### src/rtl/fc_pkg.sv
// Shared types and constants for the fully-connected neuron engine.
// Optional output saturation is selected with the OUT_SAT_EN macro (see fc_requant).
package fc_pkg;

   typedef enum logic [2:0] {
      ST_IDLE  = 3'd0,
      ST_ACCUM = 3'd1,
      ST_REQ1  = 3'd2,
      ST_REQ2  = 3'd3,
      ST_OUT   = 3'd4
   } fc_state_e;

   localparam int ACC_W_DEF  = 32;
   // Effective right shift is SHIFT_BASE - quant_shift, legal only in [TS_MIN, TS_MAX].
   localparam int SHIFT_BASE = 31;
   localparam int TS_MIN     = 1;
   localparam int TS_MAX     = 62;

endpackage

### src/rtl/exact_16bit_mult.sv
// Exact signed 16x16 -> 32-bit multiplier used by the MAC datapath.
module exact_16bit_mult (
   input  logic signed [15:0] i_a,
   input  logic signed [15:0] i_b,
   output logic signed [31:0] o_z
);

   always_comb begin
      o_z = 32'(i_a) * 32'(i_b);
   end

endmodule

### src/rtl/fc_requant.sv
// Requantization: relu, 64-bit scale, rounded arithmetic shift, output zero point.
// Defining OUT_SAT_EN clamps the result to [-128,127] before the byte is taken.
module fc_requant
   import fc_pkg::*;
#(
   parameter int ACC_W = ACC_W_DEF
) (
   input  logic                    i_clk,
   input  logic                    i_rst_n,
   input  logic                    i_ld_p,
   input  logic                    i_ld_out,
   input  logic signed [ACC_W-1:0] i_acc,
   input  logic                    i_relu_en,
   input  logic signed [31:0]      i_quant_mult,
   input  logic signed [31:0]      i_quant_shift,
   input  logic signed [7:0]       i_out_zp,
   output logic [7:0]              o_out,
   output logic                    o_cfg_err
);

   logic signed [ACC_W-1:0] relu_acc;
   logic signed [63:0]      p64_d, p64_q;
   logic signed [33:0]      ts;
   logic                    ts_ok;
   logic [5:0]              ts6;
   logic signed [63:0]      rnd, biased, shifted;
   logic [7:0]              res8;
   logic [7:0]              out_d, out_q;
   logic                    err_d, err_q;
`ifdef OUT_SAT_EN
   logic signed [63:0]      res;
`endif

   always_comb begin
      relu_acc = (i_relu_en && i_acc[ACC_W-1]) ? '0 : i_acc;
      p64_d    = i_ld_p ? (64'(relu_acc) * 64'(i_quant_mult)) : p64_q;
   end

   // Shift amount is range-checked on its full width so wild quant_shift values cannot alias.
   always_comb begin
      ts      = 34'(SHIFT_BASE) - 34'(i_quant_shift);
      ts_ok   = (ts >= 34'(TS_MIN)) && (ts <= 34'(TS_MAX));
      ts6     = ts[5:0];
      rnd     = 64'sd1 <<< (ts6 - 6'd1);
      biased  = p64_q + rnd;
      shifted = biased >>> ts6;
`ifdef OUT_SAT_EN
      res = shifted + 64'(i_out_zp);
      if (res > 64'sd127)
         res8 = 8'h7f;
      else if (res < -64'sd128)
         res8 = 8'h80;
      else
         res8 = 8'(res);
`else
      res8 = 8'(shifted + 64'(i_out_zp));
`endif
   end

   always_comb begin
      out_d = out_q;
      err_d = err_q;
      if (i_ld_out) begin
         out_d = ts_ok ? res8 : i_out_zp;
         err_d = !ts_ok;
      end
   end

   always_ff @(posedge i_clk or negedge i_rst_n) begin
      if (!i_rst_n) begin
         p64_q <= '0;
         out_q <= '0;
         err_q <= 1'b0;
      end else begin
         p64_q <= p64_d;
         out_q <= out_d;
         err_q <= err_d;
      end
   end

   assign o_out     = out_q;
   assign o_cfg_err = err_q;

endmodule

### src/rtl/fc_neuron_engine.sv
// Streaming MAC neuron: accumulates zero-point-corrected products, then requantizes.
// Output saturation is optional via the OUT_SAT_EN macro (applied inside fc_requant).
module fc_neuron_engine
   import fc_pkg::*;
#(
   parameter int ACC_W = ACC_W_DEF,
   parameter int CNT_W = 16
) (
   input  logic                    i_clk,
   input  logic                    i_rst_n,
   input  logic signed [7:0]       i_in_zp,
   input  logic signed [7:0]       i_out_zp,
   input  logic signed [7:0]       i_flt_zp,
   input  logic signed [31:0]      i_quant_mult,
   input  logic signed [31:0]      i_quant_shift,
   input  logic                    i_relu_en,
   input  logic                    i_in_valid,
   output logic                    o_in_ready,
   input  logic signed [7:0]       i_act,
   input  logic signed [7:0]       i_wgt,
   input  logic                    i_last,
   input  logic signed [ACC_W-1:0] i_bias,
   output logic                    o_out_valid,
   input  logic                    i_out_ready,
   output logic [7:0]              o_out,
   output logic                    o_cfg_err,
   output logic [CNT_W-1:0]        o_beat_cnt,
   output fc_state_e               o_dbg_state
);

   // Handshake: a transfer happens on a rising edge where valid and ready are both 1;
   // the producer holds its payload stable while valid is high and ready is low.

   fc_state_e               state_q, state_d;
   logic                    accept, first_beat;
   logic                    ld_p, ld_out;

   logic signed [7:0]       in_zp_q, out_zp_q, flt_zp_q;
   logic signed [31:0]      mult_q, shift_q;
   logic                    relu_q;
   logic signed [7:0]       in_zp_eff, flt_zp_eff;

   logic signed [8:0]       op_a, op_b;
   logic signed [31:0]      prod32;
   logic signed [ACC_W-1:0] acc_base, acc_sum, acc_d, acc_q;
   logic [CNT_W-1:0]        cnt_d, cnt_q;
   logic                    req_err;

   // ---------------- FSM: state register
   always_ff @(posedge i_clk or negedge i_rst_n) begin
      if (!i_rst_n)
         state_q <= ST_IDLE;
      else
         state_q <= state_d;
   end

   // ---------------- FSM: next state
   always_comb begin
      state_d = state_q;
      case (state_q)
         ST_IDLE:  if (accept) state_d = i_last ? ST_REQ1 : ST_ACCUM;
         ST_ACCUM: if (accept && i_last) state_d = ST_REQ1;
         ST_REQ1:  state_d = ST_REQ2;
         ST_REQ2:  state_d = ST_OUT;
         ST_OUT:   if (i_out_ready) state_d = ST_IDLE;
         default:  state_d = ST_IDLE;
      endcase
   end

   // ---------------- FSM: outputs
   always_comb begin
      o_in_ready  = (state_q == ST_IDLE) || (state_q == ST_ACCUM);
      o_out_valid = (state_q == ST_OUT);
      ld_p        = (state_q == ST_REQ1);
      ld_out      = (state_q == ST_REQ2);
   end

   assign accept      = i_in_valid && o_in_ready;
   assign first_beat  = accept && (state_q == ST_IDLE);
   assign o_dbg_state = state_q;

   // The first beat uses live zero points since the latched copy only lands on that edge.
   always_comb begin
      in_zp_eff  = (state_q == ST_IDLE) ? i_in_zp  : in_zp_q;
      flt_zp_eff = (state_q == ST_IDLE) ? i_flt_zp : flt_zp_q;
      op_a       = $signed({i_act[7], i_act}) - $signed({in_zp_eff[7], in_zp_eff});
      op_b       = $signed({i_wgt[7], i_wgt}) - $signed({flt_zp_eff[7], flt_zp_eff});
   end

   exact_16bit_mult u_mult (
      .i_a (16'(op_a)),
      .i_b (16'(op_b)),
      .o_z (prod32)
   );

   always_comb begin
      acc_base = (state_q == ST_IDLE) ? '0 : acc_q;
      acc_sum  = acc_base + ACC_W'(prod32) + (i_last ? i_bias : '0);
      acc_d    = accept ? acc_sum : acc_q;
   end

   always_comb begin
      cnt_d = cnt_q;
      if (first_beat)
         cnt_d = CNT_W'(1);
      else if (accept && !(&cnt_q))
         cnt_d = cnt_q + CNT_W'(1);
   end

   always_ff @(posedge i_clk or negedge i_rst_n) begin
      if (!i_rst_n) begin
         acc_q    <= '0;
         cnt_q    <= '0;
         in_zp_q  <= '0;
         out_zp_q <= '0;
         flt_zp_q <= '0;
         mult_q   <= '0;
         shift_q  <= '0;
         relu_q   <= 1'b0;
      end else begin
         acc_q <= acc_d;
         cnt_q <= cnt_d;
         if (first_beat) begin
            in_zp_q  <= i_in_zp;
            out_zp_q <= i_out_zp;
            flt_zp_q <= i_flt_zp;
            mult_q   <= i_quant_mult;
            shift_q  <= i_quant_shift;
            relu_q   <= i_relu_en;
         end
      end
   end

   assign o_beat_cnt = cnt_q;

   fc_requant #(.ACC_W(ACC_W)) u_requant (
      .i_clk         (i_clk),
      .i_rst_n       (i_rst_n),
      .i_ld_p        (ld_p),
      .i_ld_out      (ld_out),
      .i_acc         (acc_q),
      .i_relu_en     (relu_q),
      .i_quant_mult  (mult_q),
      .i_quant_shift (shift_q),
      .i_out_zp      (out_zp_q),
      .o_out         (o_out),
      .o_cfg_err     (req_err)
   );

   assign o_cfg_err = req_err && o_out_valid;

endmodule

### config.mk
export PLATFORM = sky130hd
export DESIGN_NAME = fc_neuron_engine
export DESIGN_NICKNAME = d
export VERILOG_FILES = /design/src/rtl/fc_pkg.sv /design/src/rtl/exact_16bit_mult.sv /design/src/rtl/fc_requant.sv /design/src/rtl/fc_neuron_engine.sv
export SDC_FILE = /design/constraint.sdc
export NUM_CORES = 2
export LEC_CHECK = 0
export CELL_PAD_IN_SITES_DETAIL_PLACEMENT = 1
export CELL_PAD_IN_SITES_GLOBAL_PLACEMENT = 1
export CORE_ASPECT_RATIO = 1.25
export CORE_UTILIZATION = 46
export DETAILED_ROUTE_END_ITERATION = 8
export PLACE_DENSITY_LB_ADDON = 0.1
export SLEW_MARGIN = 40
export SYNTH_ARGS = -nofsm -noshare
export SYNTH_HDL_FRONTEND = slang
export SYNTH_HIERARCHICAL = 1
export SYNTH_SLANG_ARGS = --single-unit
### constraint.sdc
create_clock -name i_clk -period 13.14 [get_ports i_clk]
set_input_delay 1.314 -clock i_clk [delete_from_list [all_inputs] [get_ports i_clk]]
set_output_delay 1.314 -clock i_clk [all_outputs]
set_load 0.005 [all_outputs]
==> flow_summary_export.csv <==
group,metric,value,unit
outcome,status,"finished clean",
clock_tree,hold_buffers,0,
clock_tree,cts.clk_slew.worst_paths,0.06,ns
clock_tree,cts.sinks,213,
synth,ys_types,102,
global_routing,grt_pass1_vias,60840,
floorplanning,start_util,0.4638,
placed_design,port_buffers,171,
final_layout,final_core_util,0.4982,
worst_setup_path,cpMostUsedCell,"fa_1",
worst_setup_path,crit_family,"adder cells",
clock_tree,cts_buffers,31,
global_routing,track_usage,0.3353,
route,vias_per_cell,5.802,
clock_tree,clockBufferDepth,3,
floorplanning,core,0.1427,mm2
timing,max_freq,82.81,MHz
timing,drv_slew,0,
worst_setup_path,criticalPathCategory,"register to register",
route,finalWirelength,238900,um
placed_design,gp_congestion,0.9090,
global_routing,grt_max_degree,92,
worst_setup_path,crit_required,13.74,ns
timing,rsz0062_at_grt,"false",
timing,hold_viol,0,
route,dr.pass1.iters,7,
synth,synth-edff-count,0,
synth,netlist_instances,7337,
floorplanning,rows,155,
synth,ys_ff_latch,213,
timing,finalCriticalPeriod,12.08,ns
clock_tree,clock_tree.root_cell,"clkbuf_16",
timing,fin_hold_ws,0.4993,ns
synth,syn_area,0.06620,mm2
clock_tree,cts_tree,"built",
clock_tree,cts_setup_buffers,0,
worst_setup_path,crit_path_start_kind,"register",
route,detail_route.wl_per_cell,25.98,um
worst_setup_path,cp-end-kind,"register",
floorplanning,num_io_pins,172,
worst_setup_path,critPathBufInv,7,
synth,async_reset_ff_frac,1.000,
floorplanning,die_h,426.2,um
synth,synth_area_leaders,"fa_1 42%, dfrtp_1 8.1%, inv_1 7.5%, ha_1 7.3%, and3_1 5.0%",
worst_setup_path,critPathMaxStageDelay,0.56,ns
placed_design,dpl.hpwl,188100,um
timing,setup_tns,0,ns
timing,slew-limit-headroom,0.3708,
floorplanning,die_x,341.3,um
final_layout,fin_nets,9185,
final_layout,final-seq-area,0.005339,mm2
timing,tightest_slew,0.9371,ns
route,drc,0,
global_routing,overflow,0,
clock_tree,cts_resized,0,
synth,syn_nets,9244,
final_layout,drive_gt1_frac,0.06669,
synth,ys_seq_area_frac,0.08051,
timing,period_share,0.9190,
worst_setup_path,worst_path_max_delay_cell,"fa_1",
synth,synth_flop_cell,"dfrtp_1",
timing,clock_skew,0.09072,ns
synth,synth_top_area_cell,"fa_1",
worst_hold_path,hp-class,"register to register",
clock_tree,htreeDepth,1,
route,vias,53350,
worst_setup_path,worst-path-max-fanout,56,
synth,avgSynthCellArea,9.023,um2
route,drtAntennaViolNets,0,
global_routing,grt_pass1_wl,365600,um
route,drt_iter0_markers,2996,
floorplanning,dieArea,0.1455,mm2
global_routing,antenna_found_initial,24,
synth,synth_top_area_frac,0.4173,
clock_tree,worstSkewPairLatency,0.71,ns
final_layout,multi_input_area,0.05435,mm2
worst_setup_path,arrival,12.68,ns
final_layout,fillCellCount,16580,
timing,setup_viol_count_final,0,
flow_run,maxCapViolCount,0,
synth,yosys_warnings,6,
final_layout,synthToLayoutAreaGrowth,7.405,%
final timing paths:
| kind | cells after the start | end | slack (ns) | from |
|---|---|---|---|---|
| setup / recovery | 41 | acc_q[31] | 1.06 | o_dbg_state[1] |
| hold / removal | 1 | u_requant/p64_q[24] | 0.50 | u_requant/p64_q[24] |
| setup reg to reg | 41 | acc_q[31] | 1.06 | o_dbg_state[1] |
| hold reg to reg | 1 | u_requant/p64_q[24] | 0.50 | u_requant/p64_q[24] |
| max in group asynchronous | 3 | mult_q[11] | 11.05 | i_rst_n |
| min in group asynchronous | 1 | u_requant/p64_q[54] | 0.54 | i_rst_n |
cells by family after synthesis:
kind of cell | Yosys count | share of synthesized area
adders and majority gates | 1765 | 0.4900
AOI/OAI and AO/OA | 862 | 0.08610
DFF | 213 | 0.08051
and+or+nand+nor | 2302 | 0.1743
buffers and inverters | 1753 | 0.1005
muxes | 239 | 0.04163
xor gates and xnor gates | 203 | 0.02686
final cells by class:
type,count,share of cell area
inverter,1330,0.07021
sequential,213,0.07508
clock inverter,16,0.003185
clock buffer,41,0.01214
antenna,9,0.0003167
tap,1884,0.03315
timing repair buffer,331,0.04153
multi-input combinational,5371,0.7644
layer usage:
layer,up-vias,wire length [um],part of all wire,global-route usage
met5,-,70,0.00029,0
met4,10,17840,0.075,0.2159
met3,666,10200,0.043,0.03551
met2,1468,124300,0.52,0.6092
met1,28100,86470,0.36,0.3712
li1,23110,-,-,-
worst reg2reg max path: cells and delay by family, from the launching register on:
kind	cells	cell delay, ns
AND/OR/NAND/NOR	7	1.16
adder cells (fa/ha/maj)	10	4.71
multiplexers	2	0.55
AO/OA/AOI/OAI	14	3.30
buffers and inverters	7	1.50
XOR/XNOR	1	0.32
flip-flops	1	0.50
synthesized netlist by cell type, drive strengths merged, types with 27 or more instances:
master,count
fa,1380
xor2,81
nand2b,35
dfrtp,213
a21oi,248
xnor2,122
clkbuf,380
a21o,81
a211oi,46
nor2b,27
nand2,860
buf,43
nand4,58
mux2,161
nor2,288
nor3,88
nand3,59
o211ai,36
inv,1328
and2,250
and3,528
o21ai,183
ha,385
mux2i,65
o21a,48
layout by cell type (no fill, tap or decap), types with 22 or more instances in the layout:
cell / Yosys / layout
mux2_2: 161 / 161
nor2_1: 288 / 285
and2_1: 247 / 244
o21bai_1: 24 / 24
a31oi_1: 24 / 24
or3_1: 22 / 22
nand4_1: 57 / 57
clkbuf_16: 0 / 31
xor2_1: 81 / 81
xnor2_1: 122 / 118
o21ai_0: 176 / 173
inv_1: 1327 / 1326
fa_1: 1380 / 1377
nand3_1: 56 / 56
and3_1: 528 / 528
clkdlybuf4s50_1: 0 / 170
nand2b_1: 35 / 35
dfrtp_1: 213 / 208
a21oi_1: 242 / 242
nor3_1: 87 / 86
o211ai_1: 35 / 35
a21o_1: 81 / 81
nand2_1: 859 / 856
a211oi_1: 42 / 41
buf_4: 4 / 154
o21a_1: 46 / 46
ha_1: 385 / 385
nor2b_1: 27 / 26
mux2i_1: 65 / 65
state kept, by name, indices dropped and copies added, names as in the netlist:
| signal | flops |
|---|---|
| o_beat_cnt | 16 |
| in_zp_q | 8 |
| u_requant/p64_q | 64 |
| acc_q | 32 |
| u_requant/o_out | 8 |
| relu_q | 1 |
| flt_zp_q | 8 |
| u_requant/o_cfg_err | 1 |
| o_dbg_state | 3 |
| out_zp_q | 8 |
| shift_q | 32 |
| mult_q | 32 |
stage by stage:
step / area (um2) / setup slack [ns] / instances
4_1_cts: 71040 / 1.026 / 9185
3_5_place_dp: 69950 / 0.3623 / 9128
3_3_place_gp: 69880 / 0.5685 / 9128
6_report: 71110 / 1.064 / 9195
5_1_grt: 71090 / 0.2244 / 9187
2_1_floorplan: 66200 / 0.5553 / 7337
Power is left out: the tool's default activity adds up to more than one toggle a clock period on the data nets, which glitch-free logic cannot reach.
